<file path="src/rtl/latealu_pkg.sv">
// Shared definitions for the late ALU: opcodes, FSM state encoding and a
// conditional-negate helper used for operand magnitudes and sign correction.
// The helper works on a 128-bit container, so WIDTH is limited to 64
// (2*WIDTH must fit for full-width product negation).
package latealu_pkg;

  localparam logic [5:0] OP_SRL   = 6'b000010;
  localparam logic [5:0] OP_SRA   = 6'b000011;
  localparam logic [5:0] OP_MULT  = 6'b000100;
  localparam logic [5:0] OP_MTHI  = 6'b000101;
  localparam logic [5:0] OP_MTLO  = 6'b000110;
  localparam logic [5:0] OP_MULTU = 6'b000111;
  localparam logic [5:0] OP_DIV   = 6'b001000;
  localparam logic [5:0] OP_DIVU  = 6'b001001;

  typedef enum logic [1:0] {
    IDLE,
    MUL,
    DIV,
    FIX
  } state_t;

  localparam int unsigned MAX_W = 128;
  typedef logic [MAX_W-1:0] wide_t;

  // Two's-complement negate when neg is set; callers truncate to their width.
  function automatic wide_t cond_neg(input wide_t v, input logic neg);
    return neg ? -v : v;
  endfunction

endpackage

</file>
<file path="src/rtl/latealu_iter_core.sv">
// Iterative multiply/divide datapath: one radix-2 step per cycle on unsigned
// magnitudes. acc/q form a 2*WIDTH shift pair; after WIDTH steps
//   multiply: {hi_raw,lo_raw} = a_mag * b_mag
//   divide:   lo_raw = a_mag / b_mag, hi_raw = a_mag % b_mag (restoring)
// Ports:
//   clk, rst        clock, synchronous active-high reset
//   load            capture a_mag (multiplier/dividend) and b_mag, clear acc
//   step            perform one iteration
//   mode_div        1 = divide step, 0 = multiply step (only when
//                   LATEALU_DIV_EN is defined; otherwise multiply only)
//   a_mag, b_mag    unsigned operand magnitudes
//   hi_raw, lo_raw  unsigned result pair
module latealu_iter_core
  import latealu_pkg::*;
#(
  parameter int WIDTH = 32
) (
  input  logic             clk,
  input  logic             rst,
  input  logic             load,
  input  logic             step,
`ifdef LATEALU_DIV_EN
  input  logic             mode_div,
`endif
  input  logic [WIDTH-1:0] a_mag,
  input  logic [WIDTH-1:0] b_mag,
  output logic [WIDTH-1:0] hi_raw,
  output logic [WIDTH-1:0] lo_raw
);

  logic [WIDTH-1:0] acc;
  logic [WIDTH-1:0] q;
  logic [WIDTH-1:0] m;

`ifdef LATEALU_DIV_EN
  // One adder serves both modes: acc + (q[0] ? m : 0) for multiply,
  // rem + ~m + 1 for divide, where the carry out means rem >= m.
  logic [WIDTH:0]   rem;
  logic [WIDTH:0]   opa;
  logic [WIDTH:0]   opb;
  logic [WIDTH+1:0] sum;

  always_comb begin
    rem = {acc, q[WIDTH-1]};
    opa = mode_div ? rem : {1'b0, acc};
    opb = mode_div ? ~{1'b0, m} : (q[0] ? {1'b0, m} : '0);
    sum = {1'b0, opa} + {1'b0, opb} + {{(WIDTH+1){1'b0}}, mode_div};
  end
`else
  logic [WIDTH:0] sum;

  always_comb begin
    sum = {1'b0, acc} + (q[0] ? {1'b0, m} : '0);
  end
`endif

  always_ff @(posedge clk) begin
    if (rst) begin
      acc <= '0;
      q   <= '0;
      m   <= '0;
    end else if (load) begin
      acc <= '0;
      q   <= a_mag;
      m   <= b_mag;
    end else if (step) begin
`ifdef LATEALU_DIV_EN
      if (mode_div) begin
        acc <= sum[WIDTH+1] ? sum[WIDTH-1:0] : rem[WIDTH-1:0];
        q   <= {q[WIDTH-2:0], sum[WIDTH+1]};
      end else
`endif
      begin
        {acc, q} <= {sum[WIDTH:0], q[WIDTH-1:1]};
      end
    end
  end

  assign hi_raw = acc;
  assign lo_raw = q;

endmodule

</file>
<file path="src/rtl/pipeline_latealu_iter.sv">
// Late ALU after EX: registered srl/sra, mthi/mtlo, and iterative
// mult/multu (and div/divu when LATEALU_DIV_EN is defined) writing HI/LO.
// Long ops run IDLE -> MUL/DIV (WIDTH steps) -> FIX -> IDLE and block issue;
// flush abandons a long op without touching HI/LO.
// Configuration macro: LATEALU_DIV_EN (divider present when defined).
// Ports:
//   clk, rst      clock, synchronous active-high reset
//   in_valid      op/a0/a1 valid; in_ready: unit can accept (transfer on both)
//   op            6-bit operation code
//   a0, a1        operands (rs/dividend, rt/divisor); a1 low bits = shamt
//   flush         kill in-flight long op
//   result_out    shift result; result_valid one-cycle update pulse
//   hi, lo        HI/LO registers; hilo_busy: HI/LO write pending
module pipeline_latealu_iter
  import latealu_pkg::*;
#(
  parameter int WIDTH   = 32,
  parameter int SHAMT_W = $clog2(WIDTH)
) (
  input  logic             clk,
  input  logic             rst,
  input  logic             in_valid,
  output logic             in_ready,
  input  logic [5:0]       op,
  input  logic [WIDTH-1:0] a0,
  input  logic [WIDTH-1:0] a1,
  input  logic             flush,
  output logic [WIDTH-1:0] result_out,
  output logic             result_valid,
  output logic [WIDTH-1:0] hi,
  output logic [WIDTH-1:0] lo,
  output logic             hilo_busy
);

  state_t state;
  state_t state_nxt;

  logic [SHAMT_W-1:0] cnt;
  logic               transfer;
  logic               is_mul;
  logic               is_long;
  logic               op_signed;
  logic               sgn_a;
  logic               sgn_b;
  logic               neg_a;
  logic               neg_b;
  logic               step;
  logic [WIDTH-1:0]   a_mag;
  logic [WIDTH-1:0]   b_mag;
  logic [WIDTH-1:0]   hi_raw;
  logic [WIDTH-1:0]   lo_raw;
  logic [WIDTH-1:0]   hi_fix;
  logic [WIDTH-1:0]   lo_fix;
`ifdef LATEALU_DIV_EN
  logic               is_div;
  logic               div_op;
  logic               div_zero;
  logic [WIDTH-1:0]   a0_l;
`endif

  // Decode and operand magnitudes. neg_a/neg_b latch only for signed ops,
  // so later sign correction needs no separate signed flag.
  always_comb begin
    transfer  = in_valid && in_ready;
    is_mul    = (op == OP_MULT) || (op == OP_MULTU);
`ifdef LATEALU_DIV_EN
    is_div    = (op == OP_DIV) || (op == OP_DIVU);
    is_long   = is_mul || is_div;
    op_signed = (op == OP_MULT) || (op == OP_DIV);
`else
    is_long   = is_mul;
    op_signed = (op == OP_MULT);
`endif
    sgn_a     = op_signed && a0[WIDTH-1];
    sgn_b     = op_signed && a1[WIDTH-1];
    a_mag     = WIDTH'(cond_neg(wide_t'(a0), sgn_a));
    b_mag     = WIDTH'(cond_neg(wide_t'(a1), sgn_b));
  end

  // FSM: state register
  always_ff @(posedge clk) begin
    if (rst) state <= IDLE;
    else     state <= state_nxt;
  end

  // FSM: next state
  always_comb begin
    state_nxt = state;
    case (state)
      IDLE: begin
        if (transfer) begin
          if (is_mul) state_nxt = MUL;
`ifdef LATEALU_DIV_EN
          else if (is_div) state_nxt = DIV;
`endif
        end
      end
      MUL, DIV: begin
        if (flush)           state_nxt = IDLE;
        else if (cnt == '0)  state_nxt = FIX;
      end
      FIX:     state_nxt = IDLE;
      default: state_nxt = IDLE;
    endcase
  end

  // FSM: outputs
  always_comb begin
    in_ready  = (state == IDLE) && !rst;
    hilo_busy = (state != IDLE);
    step      = (state == MUL) || (state == DIV);
  end

  latealu_iter_core #(
    .WIDTH (WIDTH)
  ) u_core (
    .clk      (clk),
    .rst      (rst),
    .load     (transfer && is_long),
    .step     (step),
`ifdef LATEALU_DIV_EN
    .mode_div (state == DIV),
`endif
    .a_mag    (a_mag),
    .b_mag    (b_mag),
    .hi_raw   (hi_raw),
    .lo_raw   (lo_raw)
  );

  // Sign correction applied in FIX. Divide-by-zero bypasses the datapath
  // result; MIN / -1 falls out naturally since |MIN| is representable
  // as an unsigned magnitude and negates back to MIN.
  always_comb begin
    {hi_fix, lo_fix} = (2*WIDTH)'(cond_neg(wide_t'({hi_raw, lo_raw}), neg_a ^ neg_b));
`ifdef LATEALU_DIV_EN
    if (div_op) begin
      if (div_zero) begin
        hi_fix = a0_l;
        lo_fix = '1;
      end else begin
        hi_fix = WIDTH'(cond_neg(wide_t'(hi_raw), neg_a));
        lo_fix = WIDTH'(cond_neg(wide_t'(lo_raw), neg_a ^ neg_b));
      end
    end
`endif
  end

  always_ff @(posedge clk) begin
    if (rst) begin
      result_out   <= '0;
      result_valid <= 1'b0;
      hi           <= '0;
      lo           <= '0;
      cnt          <= '0;
      neg_a        <= 1'b0;
      neg_b        <= 1'b0;
`ifdef LATEALU_DIV_EN
      div_op       <= 1'b0;
      div_zero     <= 1'b0;
      a0_l         <= '0;
`endif
    end else begin
      result_valid <= 1'b0;
      if (transfer) begin
        case (op)
          OP_SRL: begin
            result_out   <= a0 >> a1[SHAMT_W-1:0];
            result_valid <= 1'b1;
          end
          OP_SRA: begin
            result_out   <= $signed(a0) >>> a1[SHAMT_W-1:0];
            result_valid <= 1'b1;
          end
          OP_MTHI: hi <= a0;
          OP_MTLO: lo <= a0;
          default: ;
        endcase
        if (is_long) begin
          neg_a    <= sgn_a;
          neg_b    <= sgn_b;
          cnt      <= SHAMT_W'(WIDTH - 1);
`ifdef LATEALU_DIV_EN
          div_op   <= is_div;
          div_zero <= (a1 == '0);
          a0_l     <= a0;
`endif
        end
      end
      if (step) cnt <= cnt - SHAMT_W'(1);
      // A flush arriving during FIX still suppresses the write.
      if ((state == FIX) && !flush) begin
        hi <= hi_fix;
        lo <= lo_fix;
      end
    end
  end

endmodule

</file>
<file path="config.mk">
export PLATFORM = sky130hd
export DESIGN_NAME = pipeline_latealu_iter
export DESIGN_NICKNAME = d
export VERILOG_FILES = /design/src/rtl/latealu_pkg.sv /design/src/rtl/latealu_iter_core.sv /design/src/rtl/pipeline_latealu_iter.sv
export SDC_FILE = /design/constraint.sdc
export NUM_CORES = 1
export LEC_CHECK = 0
export BUFFER_PORTS_ARGS = -buffer_cell sky130_fd_sc_hd__buf_4
export CAP_MARGIN = 10
export CELL_PAD_IN_SITES_DETAIL_PLACEMENT = 2
export CELL_PAD_IN_SITES_GLOBAL_PLACEMENT = 2
export CORE_MARGIN = 5
export CORE_UTILIZATION = 32
export DETAILED_ROUTE_END_ITERATION = 6
export GPL_TIMING_DRIVEN = 0
export PLACE_DENSITY = 0.79
export SLEW_MARGIN = 10
export SYNTH_ARGS = -nofsm -noshare
export SYNTH_HDL_FRONTEND = slang
export SYNTH_SLANG_ARGS = --single-unit
</file>
<file path="constraint.sdc">
create_clock -name clk -period 2.9 [get_ports clk]
set_input_delay 0.58 -clock clk [delete_from_list [all_inputs] [get_ports clk]]
set_output_delay 0.58 -clock clk [all_outputs]
set_load 0.05 [all_outputs]
</file>
==> results.yml, run 1 <==
global_routing:
  grt_pass1_vias: 16490
  globalRouteOverflowTotal: 0
  antenna_found_initial: 1
  grt_max_degree: 20
  grt_pass1_wl_um: 104000
  track_usage: 0.280
clock_network:
  clock-sinks: 202
  holdBufCountCts: 0
  clk_latency_ns: 0.56
  path_clk_slew_ns: 0.05
  htree_levels: 1
  cts_tree: "done"
  cts_root_buf: "clkbuf_16"
  cts.path.max_buffers: 3
  numCtsBuffers: 27
floorplanning:
  coreArea_um2: 43900
  rows: 77
  io_pins: 173
  initial_core_util: 0.322
  die-area_um2: 48500
  die_w_um: 220
  die_h_um: 220
timing:
  worst_pin_slew_ns: 1.05
  period_share: 1.05
  fmax_ghz: 0.328
  postLayoutSetupSlackWorst_ns: -0.146
  whs_ns: 0.317
  rsz0062_at_grt: "yes"
  setup_viol: 10
  clock_skew_ns: 0.0186
  period_needed_ns: 3.05
  slew_headroom: 0.299
  maxSlewViolCount: 0
  timing.final.hold_violations: 0
place:
  dp_hpwl_um: 53500
  gp_congestion: 0.948
  port_buffers: 147
  dpl_cell_area_um2: 16000
outcome:
  status: "complete, but fails checks"
  violations: "negative setup slack"
yosys:
  synth_warnings: 0
  synth_fp_nets: 1852
  synth_area_um2: 14100
  synth-seq-cells: 202
  synth_top_area_cell: "dfxtp_1"
  synthDistinctLibCells: 71
  synth_area_leaders: "dfxtp_1, mux4_2, xnor2_1"
  synthArstFlopShare: 0
  ys.flop_type: "dfxtp_1"
  yosysTopAreaCellShare: 0.286
  ys_seq_area_frac: 0.286
  synth_edf_count: 0
  avgSynthCellArea_um2: 8.13
  syn_inst: 1738
detailed_routing:
  routed_via_density: 6.10
  dr.pass1.iters: 5
  drt-wirelength-per-cell_um: 28.5
  wl_um: 72900
  route.detailed.drc: 0
  via_count: 15584
  ant_nets: 0
  drt_iter0_drc: 1192
final_layout:
  diodes: 0
  postLayoutCellArea_um2: 17600
  syn_to_final_growth_pct: 24.7
  drive_above_1_share: 0.199
  fin_nets: 2059
  n_fill_cell: 4966
worst_setup_path:
  path_cells: "buf_12 > buf_8 > buf_4 > and2_1 > ha_2 > a21oi_1 > o21ai_4 > a31oi_2 > o21ai_4 > a41o_1 > nor4b_4 > or3_1"
  slowest_stage: "a21oi_1"
  cp_top_family: "compound AO/OA/AOI/OAI gates"
  crit_buf_inv: 3
  cp.arrival_ns: 3.48
  crit_required_ns: 3.33
  timing_worst_setup_path_type: "flip-flop to flip-flop"
  crit_top_cell: "o21ai_4"
  path_max_fanout: 8
  startpoint_type: "flip-flop"
  crit_path_max_incr_delay_ns: 0.39
  end_kind: "flip-flop"
power_and_ir_drop:
  power_leakage_nw: 6.39
  peakVddDrop_mv: 0.390
  powerDensity_nw_per_um2: 520
  finalPower_mw: 9.15
worst_hold_path:
  worst_hold_path_type: "primary input to flip-flop"
run:
  drv_cap: 0
==> cell type report <==
type	count	area [um^2]	area share
inverter	37	139	0.00788
clock buffer	40	774	0.0440
tap	592	741	0.0421
timing repair buffer	190	1440	0.0816
clock inverter	5	55.1	0.00313
multi-input combinational	1353	9870	0.560
sequential	202	4050	0.230
buffer	134	556	0.0315
==> cell families after synthesis <==
| logic type | synth area share |
|---|---|
| fa+ha+maj | 0.0360 |
| flops | 0.286 |
| compound gates | 0.241 |
| buf+inv | 0.0494 |
| xor+xnor | 0.0868 |
| mux | 0.115 |
| simple gates | 0.185 |
==> Yosys cell counts (all sizes together) (27+ instances only) <==
| cell | number |
|---|---|
| dfxtp | 202 |
| nand2 | 137 |
| a21oi | 133 |
| nor2 | 132 |
| o21ai | 130 |
| clkbuf | 119 |
| xnor2 | 87 |
| mux2i | 57 |
| nand3 | 57 |
| a22oi | 56 |
| xor2 | 53 |
| and2 | 42 |
| a211oi | 41 |
| ha | 39 |
| mux4 | 39 |
| nor3 | 39 |
| inv | 35 |
| o22ai | 32 |
| a31oi | 28 |
| buf | 27 |
==> through the flow <==
| stage | setup slack (ns) | utilization | instances | TNS, ns |
|---|---|---|---|---|
| 4_1_cts | -0.0349 | 0.393 | 2542 | -0.122 |
| 3_5_place_dp | -0.871 | 0.364 | 2477 | -73.21 |
| 3_3_place_gp | -0.761 | 0.364 | 2477 | -62.23 |
| 6_report | -0.146 | 0.401 | 2553 | -0.431 |
| 2_1_floorplan | 0.0464 | - | 1738 | 0 |
| 5_1_grt | -0.200 | 0.401 | 2553 | -1.54 |
==> worst min-delay path, stage by stage <==
cell and delay [ns]:
buf_4 0.09, xor2_1 0.06, o21ai_1 0.10
==> cell usage in the layout, fill, tap and decap left out, types with 56 or more instances in the layout <==
cell and n:
o21ai_0 114, buf_4 186, a22oi_1 56, dfxtp_1 200, nor2_1 130, a21oi_1 127
xnor2_1 86, nand2_1 133, nand3_1 56, clkbuf_1 104, mux2i_1 57
==> path summary, 6_finish.rpt <==
| check | from | slack, ns | end | depth (start not counted) |
|---|---|---|---|---|
| max | u_core.lo_raw[0] | -0.15 | u_core.hi_raw[23] | 12 |
| max reg2reg | u_core.lo_raw[0] | -0.15 | u_core.hi_raw[23] | 12 |
| min | a1[25] | 0.32 | u_core.m[25] | 3 |
| min reg2reg | result_out[19] | 0.46 | result_out[19] | 2 |
==> metal layers <==
metal	track usage	vias up	part of all wire
met5	0	-	0.00075
met4	0.0961	2	0.043
met3	0.0601	181	0.076
met2	0.485	720	0.48
met1	0.347	7861	0.40
li1	-	6820	-
==> registers in the layout (all words and copies together), names as in the netlist <==
register	cells
cnt	5
hi	32
lo	32
neg_a	1
neg_b	1
result_out	32
result_valid	1
state	2
u_core.hi_raw	32
u_core.lo_raw	32
u_core.m	32
==> where the power goes <==
part           switching [mW]  leakage, nW  total, mW  internal, mW
registers               0.127         1.63       3.00          2.87
clock network            1.35        0.400       3.26          1.91
logic                    1.91         4.36       2.89         0.986
==> timing repair <==
item,CTS,global route
pin swaps,24,25
setup buffers,29,14
endpoints found under the setup margin,186,110
cloned,1,0
resized for setup,55,61
Power figures use the tool's default switching activity.
==> run 2: changes to the inputs <==
--- a/config.mk
+++ b/config.mk
@@ -12,7 +12,7 @@
 export CORE_MARGIN = 5
 export CORE_UTILIZATION = 32
 export DETAILED_ROUTE_END_ITERATION = 6
-export GPL_TIMING_DRIVEN = 0
+export GPL_TIMING_DRIVEN = 1
 export PLACE_DENSITY = 0.79
 export SLEW_MARGIN = 10
 export SYNTH_ARGS = -nofsm -noshare
==> run 2 against run 1 <==
The flow now finishes without violations. Setup slack better by 0.19 ns. Sequential share of layout area about the same. Core utilization up 0.063 points. Cell count down 0.47%. Worst hold slack worse by 0.0052 ns. Sequential power about the same. Combinational power down 2%. Power down 0.26%. Critical path type unchanged.
==> results.yml, run 2 (same netlist as run 1, synthesis figures left out) <==
clock_network:
  cts.path.max_buffers: 3
  cts_root_buf: "clkbuf_16"
  numCtsBuffers: 26
  cts_tree: "done"
  clk_latency_ns: 0.56
  path_clk_slew_ns: 0.06
  clock-sinks: 202
  htree_levels: 1
final_layout:
  layout_commonest_cell: "buf_4"
  syn_to_final_growth_pct: 24.9
  layout_common_cells: "buf_4, dfxtp_1, nand2_1"
  final_cells: 2541
  n_fill_cell: 4971
  drive_above_1_share: 0.227
  fin_nets: 2043
  postLayoutCellArea_um2: 17600
  post-route-util: 0.402
power_and_ir_drop:
  peakVddDrop_mv: 0.616
  finalPower_mw: 9.13
  powerDensity_nw_per_um2: 517
  power_leakage_nw: 6.77
worst_setup_path:
  cp.arrival_ns: 3.29
  startpoint_type: "flip-flop"
  path_max_fanout: 9
  end_kind: "flip-flop"
  crit_required_ns: 3.33
  reg2reg_depth: 11
  timing_worst_setup_path_type: "flip-flop to flip-flop"
detailed_routing:
  drt-wirelength-per-cell_um: 25.5
  via_count: 15199
  routed_via_density: 5.98
  route.detailed.drc: 0
  dr.pass1.iters: 5
  ant_nets: 0
  wl_um: 64700
  drt_iter0_drc: 1065
timing:
  clock_skew_ns: 0.0118
  maxSlewViolCount: 0
  timing.final.hold_violations: 0
  period_share: 0.985
  setup_viol: 0
  rsz0062_at_grt: "yes"
  fmax_ghz: 0.350
  slew_headroom: 0.172
  worst_pin_slew_ns: 1.24
  period_needed_ns: 2.86
floorplanning:
  die-area_um2: 48500
  coreArea_um2: 43900
  die_h_um: 220
  rows: 77
  io_pins: 173
  die_w_um: 220
  initial_core_util: 0.322
place:
  gp_congestion: 0.908
  port_buffers: 172
  dp_hpwl_um: 48200
  dp.cells: 2491
  dpl_cell_area_um2: 16700
global_routing:
  track_usage: 0.258
  grt_pass1_wl_um: 97500
  grt_max_degree: 70
  globalRouteOverflowTotal: 0
  grt_pass1_vias: 16312
  antenna_found_initial: 2
worst_hold_path:
  holdPathStages: 3
  worst_hold_path_type: "primary input to flip-flop"
outcome:
  status: "finished clean"
run:
  drv_cap: 0
[run 2: changes by cell type in the layout (fill, tap and decap cells not counted), sizes merged]
cell and delta:
clkinv +6, clkinvlp -2, buf +92, diode +1, clkbuf -109
[run 2: worst max-delay path, cell delays in order, from the launching register on]
cell	delay [ns]
dfxtp_2	0.38
and2_1	0.16
ha_1	0.21
fa_2	0.36
a21o_1	0.20
a221o_1	0.38
a41oi_2	0.25
o21ai_0	0.13
buf_4	0.18
a31oi_1	0.24
xor2_1	0.16
o21ai_0	0.08
[run 2: final cells by class]
type                    instances  area, um^2  share of cell area
diodes                          1        2.50            0.000142
repair buffers                309        2360               0.134
well taps                     592         741              0.0420
flip-flops and latches        202        4050               0.229
clock buffers                  38         807              0.0457
inverters                      37         139             0.00787
clock inverters                 9        73.8             0.00418
multi-input cells            1353        9470               0.537
[run 2: where the power goes]
part	switching [mW]	internal, mW
Sequential	0.105	2.87
Clock	1.33	2.00
Combinational	1.74	1.07
Total	3.18	5.95
[run 2: repair_timing]
item | CTS | global route
hold endpoints to repair | 0 | 0
hold buffers | 0 | 0
buffers inserted | 0 | 2
endpoints found under the setup margin | 7 | 18
pin swaps | 0 | 2
gates resized for setup | 3 | 8
[run 2: routing by layer]
layer | vias to the layer above | track usage | routed length, um
met4 | 4 | 0.107 | 2850
met2 | 586 | 0.447 | 31300
met1 | 7664 | 0.317 | 26000
li1 | 6790 | - | -
met3 | 155 | 0.0443 | 4520
met5 | - | 0 | 21
[run 2: metrics by stage]
step	hold WS, ns	setup TNS, ns	worst slack, ns
global route	0.323	-0.0488	-0.0312
finish	0.311	0	0.0423
CTS	0.287	0	0.0389
floorplan	0.417	0	0.0464
detailed placement	0.443	-0.417	-0.0948
global placement	0.448	0	0.00474
[run 2: final timing paths]
kind	to	slack, ns	from
setup / recovery	u_core.hi_raw[29]	0.04	u_core.lo_raw[0]
hold / removal	u_core.m[28]	0.31	a1[28]
setup reg to reg	u_core.hi_raw[29]	0.04	u_core.lo_raw[0]
hold reg to reg	u_core.m[29]	0.45	u_core.m[29]
==> run 3: changes to the inputs <==
--- a/config.mk
+++ b/config.mk
@@ -13,7 +13,7 @@
 export CORE_UTILIZATION = 32
 export DETAILED_ROUTE_END_ITERATION = 6
 export GPL_TIMING_DRIVEN = 1
-export PLACE_DENSITY = 0.79
+export PLACE_DENSITY_LB_ADDON = 0.1
 export SLEW_MARGIN = 10
 export SYNTH_ARGS = -nofsm -noshare
 export SYNTH_HDL_FRONTEND = slang
==> run 3 against run 2 <==
Global-route usage decreased by 0.10 points. Worst hold slack worse by 0.0064 ns. Count of clock-buffer cells in the layout rose by 2. First-iteration DRC count shrank 28%. Highest routed layer is now met4. Clock skew increased by 0.0053 ns. Fmax up 1.7%. Clock power decreased by 3%. Die area unchanged. Setup slack better by 0.049 ns. Largest cell class unchanged. Combinational power barely moved.
==> results.yml, run 3 (same netlist as run 1, synthesis figures left out) <==
outcome:
  status: "finished clean"
clock_network:
  htree_levels: 1
  path_clk_slew_ns: 0.06
  clock-sinks: 202
  cts_root_buf: "clkbuf_16"
  holdBufCountCts: 0
  post_cts_buffers: 0
  cts.path.max_buffers: 3
  clk_latency_ns: 0.56
  numCtsBuffers: 27
  cts_tree: "done"
final_layout:
  drive_above_1_share: 0.227
  layout_common_cells: "buf_4, dfxtp_1, nand2_1"
  syn_to_final_growth_pct: 25.3
  final_cells: 2551
  layout_commonest_cell: "buf_4"
  fin_nets: 2054
  postLayoutCellArea_um2: 17700
  post-route-util: 0.403
detailed_routing:
  drt-wirelength-per-cell_um: 25.4
  met2WireLength_um: 31300
  wl_um: 64800
  dr.max_layer_used: "met4"
  dr.pass1.iters: 5
  via_count: 14681
  wirelength_met1_um: 28100
  drt_iter0_drc: 765
  ant_nets: 0
  route.detailed.drc: 0
  routed_via_density: 5.75
  met3_length_um: 2610
run:
  drv_cap: 0
timing:
  postLayoutSetupSlackWorst_ns: 0.0913
  slew_headroom: 0.390
  period_needed_ns: 2.81
  clock_skew_ns: 0.0171
  whs_ns: 0.305
  worst_pin_slew_ns: 0.914
  timing.final.hold_violations: 0
  setup_tns_ns: 0
  maxSlewViolCount: 0
  rsz0062_at_grt: "no"
  setup_viol: 0
  period_share: 0.969
  fmax_ghz: 0.356
floorplanning:
  die_w_um: 220
  initial_core_util: 0.322
  coreArea_um2: 43900
  die-area_um2: 48500
  io_pins: 173
  die_h_um: 220
  rows: 77
global_routing:
  globalRouteOverflowTotal: 0
  grt_pass1_vias: 15614
  grt_max_degree: 69
  track_usage: 0.257
  antenna_found_initial: 1
  grt_pass1_wl_um: 96400
power_and_ir_drop:
  finalPower_mw: 9.02
  power_leakage_nw: 6.78
  peakVddDrop_mv: 0.590
  powerDensity_nw_per_um2: 509
place:
  dp.cells: 2503
  gp_congestion: 0.874
  dp_hpwl_um: 48600
  place_ws_ns: 0.00178
  port_buffers: 172
  dpl_cell_area_um2: 16800
worst_setup_path:
  startpoint_type: "flip-flop"
  cp.arrival_ns: 3.25
  end_kind: "flip-flop"
  timing_worst_setup_path_type: "flip-flop to flip-flop"
  path_max_fanout: 9
  reg2reg_slack_ns: 0.09
  crit_required_ns: 3.34
worst_hold_path:
  worst_hold_path_type: "primary input to flip-flop"
==> run 3: cell count changes in the layout (fill, tap and decap cells not counted), sizes merged <==
cell	delta
buf	+10
inv	+1
clkbuf	+2
clkinv	-4
clkinvlp	+1
==> run 3: layout make-up <==
cell class | instances | area (um^2)
clock buffers | 40 | 764
well taps | 592 | 741
repair buffers | 319 | 2500
diodes | 1 | 2.50
fillers | 4988 | 26200
multi-input cells | 1353 | 9450
clock inverters | 7 | 66.3
flip-flops and latches | 202 | 4050
inverters | 37 | 139
==> run 3: metal layers <==
layer	global-route usage	vias up
met5	0	-
met4	0.0978	0
met3	0.0334	105
met2	0.443	337
met1	0.328	7424
li1	-	6815
==> run 3: worst paths after layout <==
check,startpoint,endpoint,cells past startpoint
worst max register to register,u_core.lo_raw[0],u_core.hi_raw[23],11
worst max-delay path,u_core.lo_raw[0],u_core.hi_raw[23],11
worst min register to register,result_out[31],result_out[31],2
worst min-delay path,a1[17],u_core.m[17],3
==> run 3: power by group <==
group | leakage (nW) | internal (mW) | total, mW | switching [mW]
registers | 1.63 | 2.87 | 2.98 | 0.105
logic | 4.75 | 1.07 | 2.81 | 1.74
clock network | 0.407 | 1.90 | 3.24 | 1.34
==> run 3: worst max-delay path, cell delays in order (launching register included) <==
cell     delay [ns]
dfxtp_4        0.36
and2_1         0.14
ha_1           0.21
fa_2           0.36
a21o_1         0.20
a221o_1        0.33
buf_4          0.15
nand2_1        0.09
o21ai_1        0.10
a41o_1         0.23
nor4b_1        0.15
or3_1          0.37
==> run 3: timing repair <==
action	CTS	global route
setup endpoints to repair	1	14
pin swaps	0	1
gates resized for setup	1	8
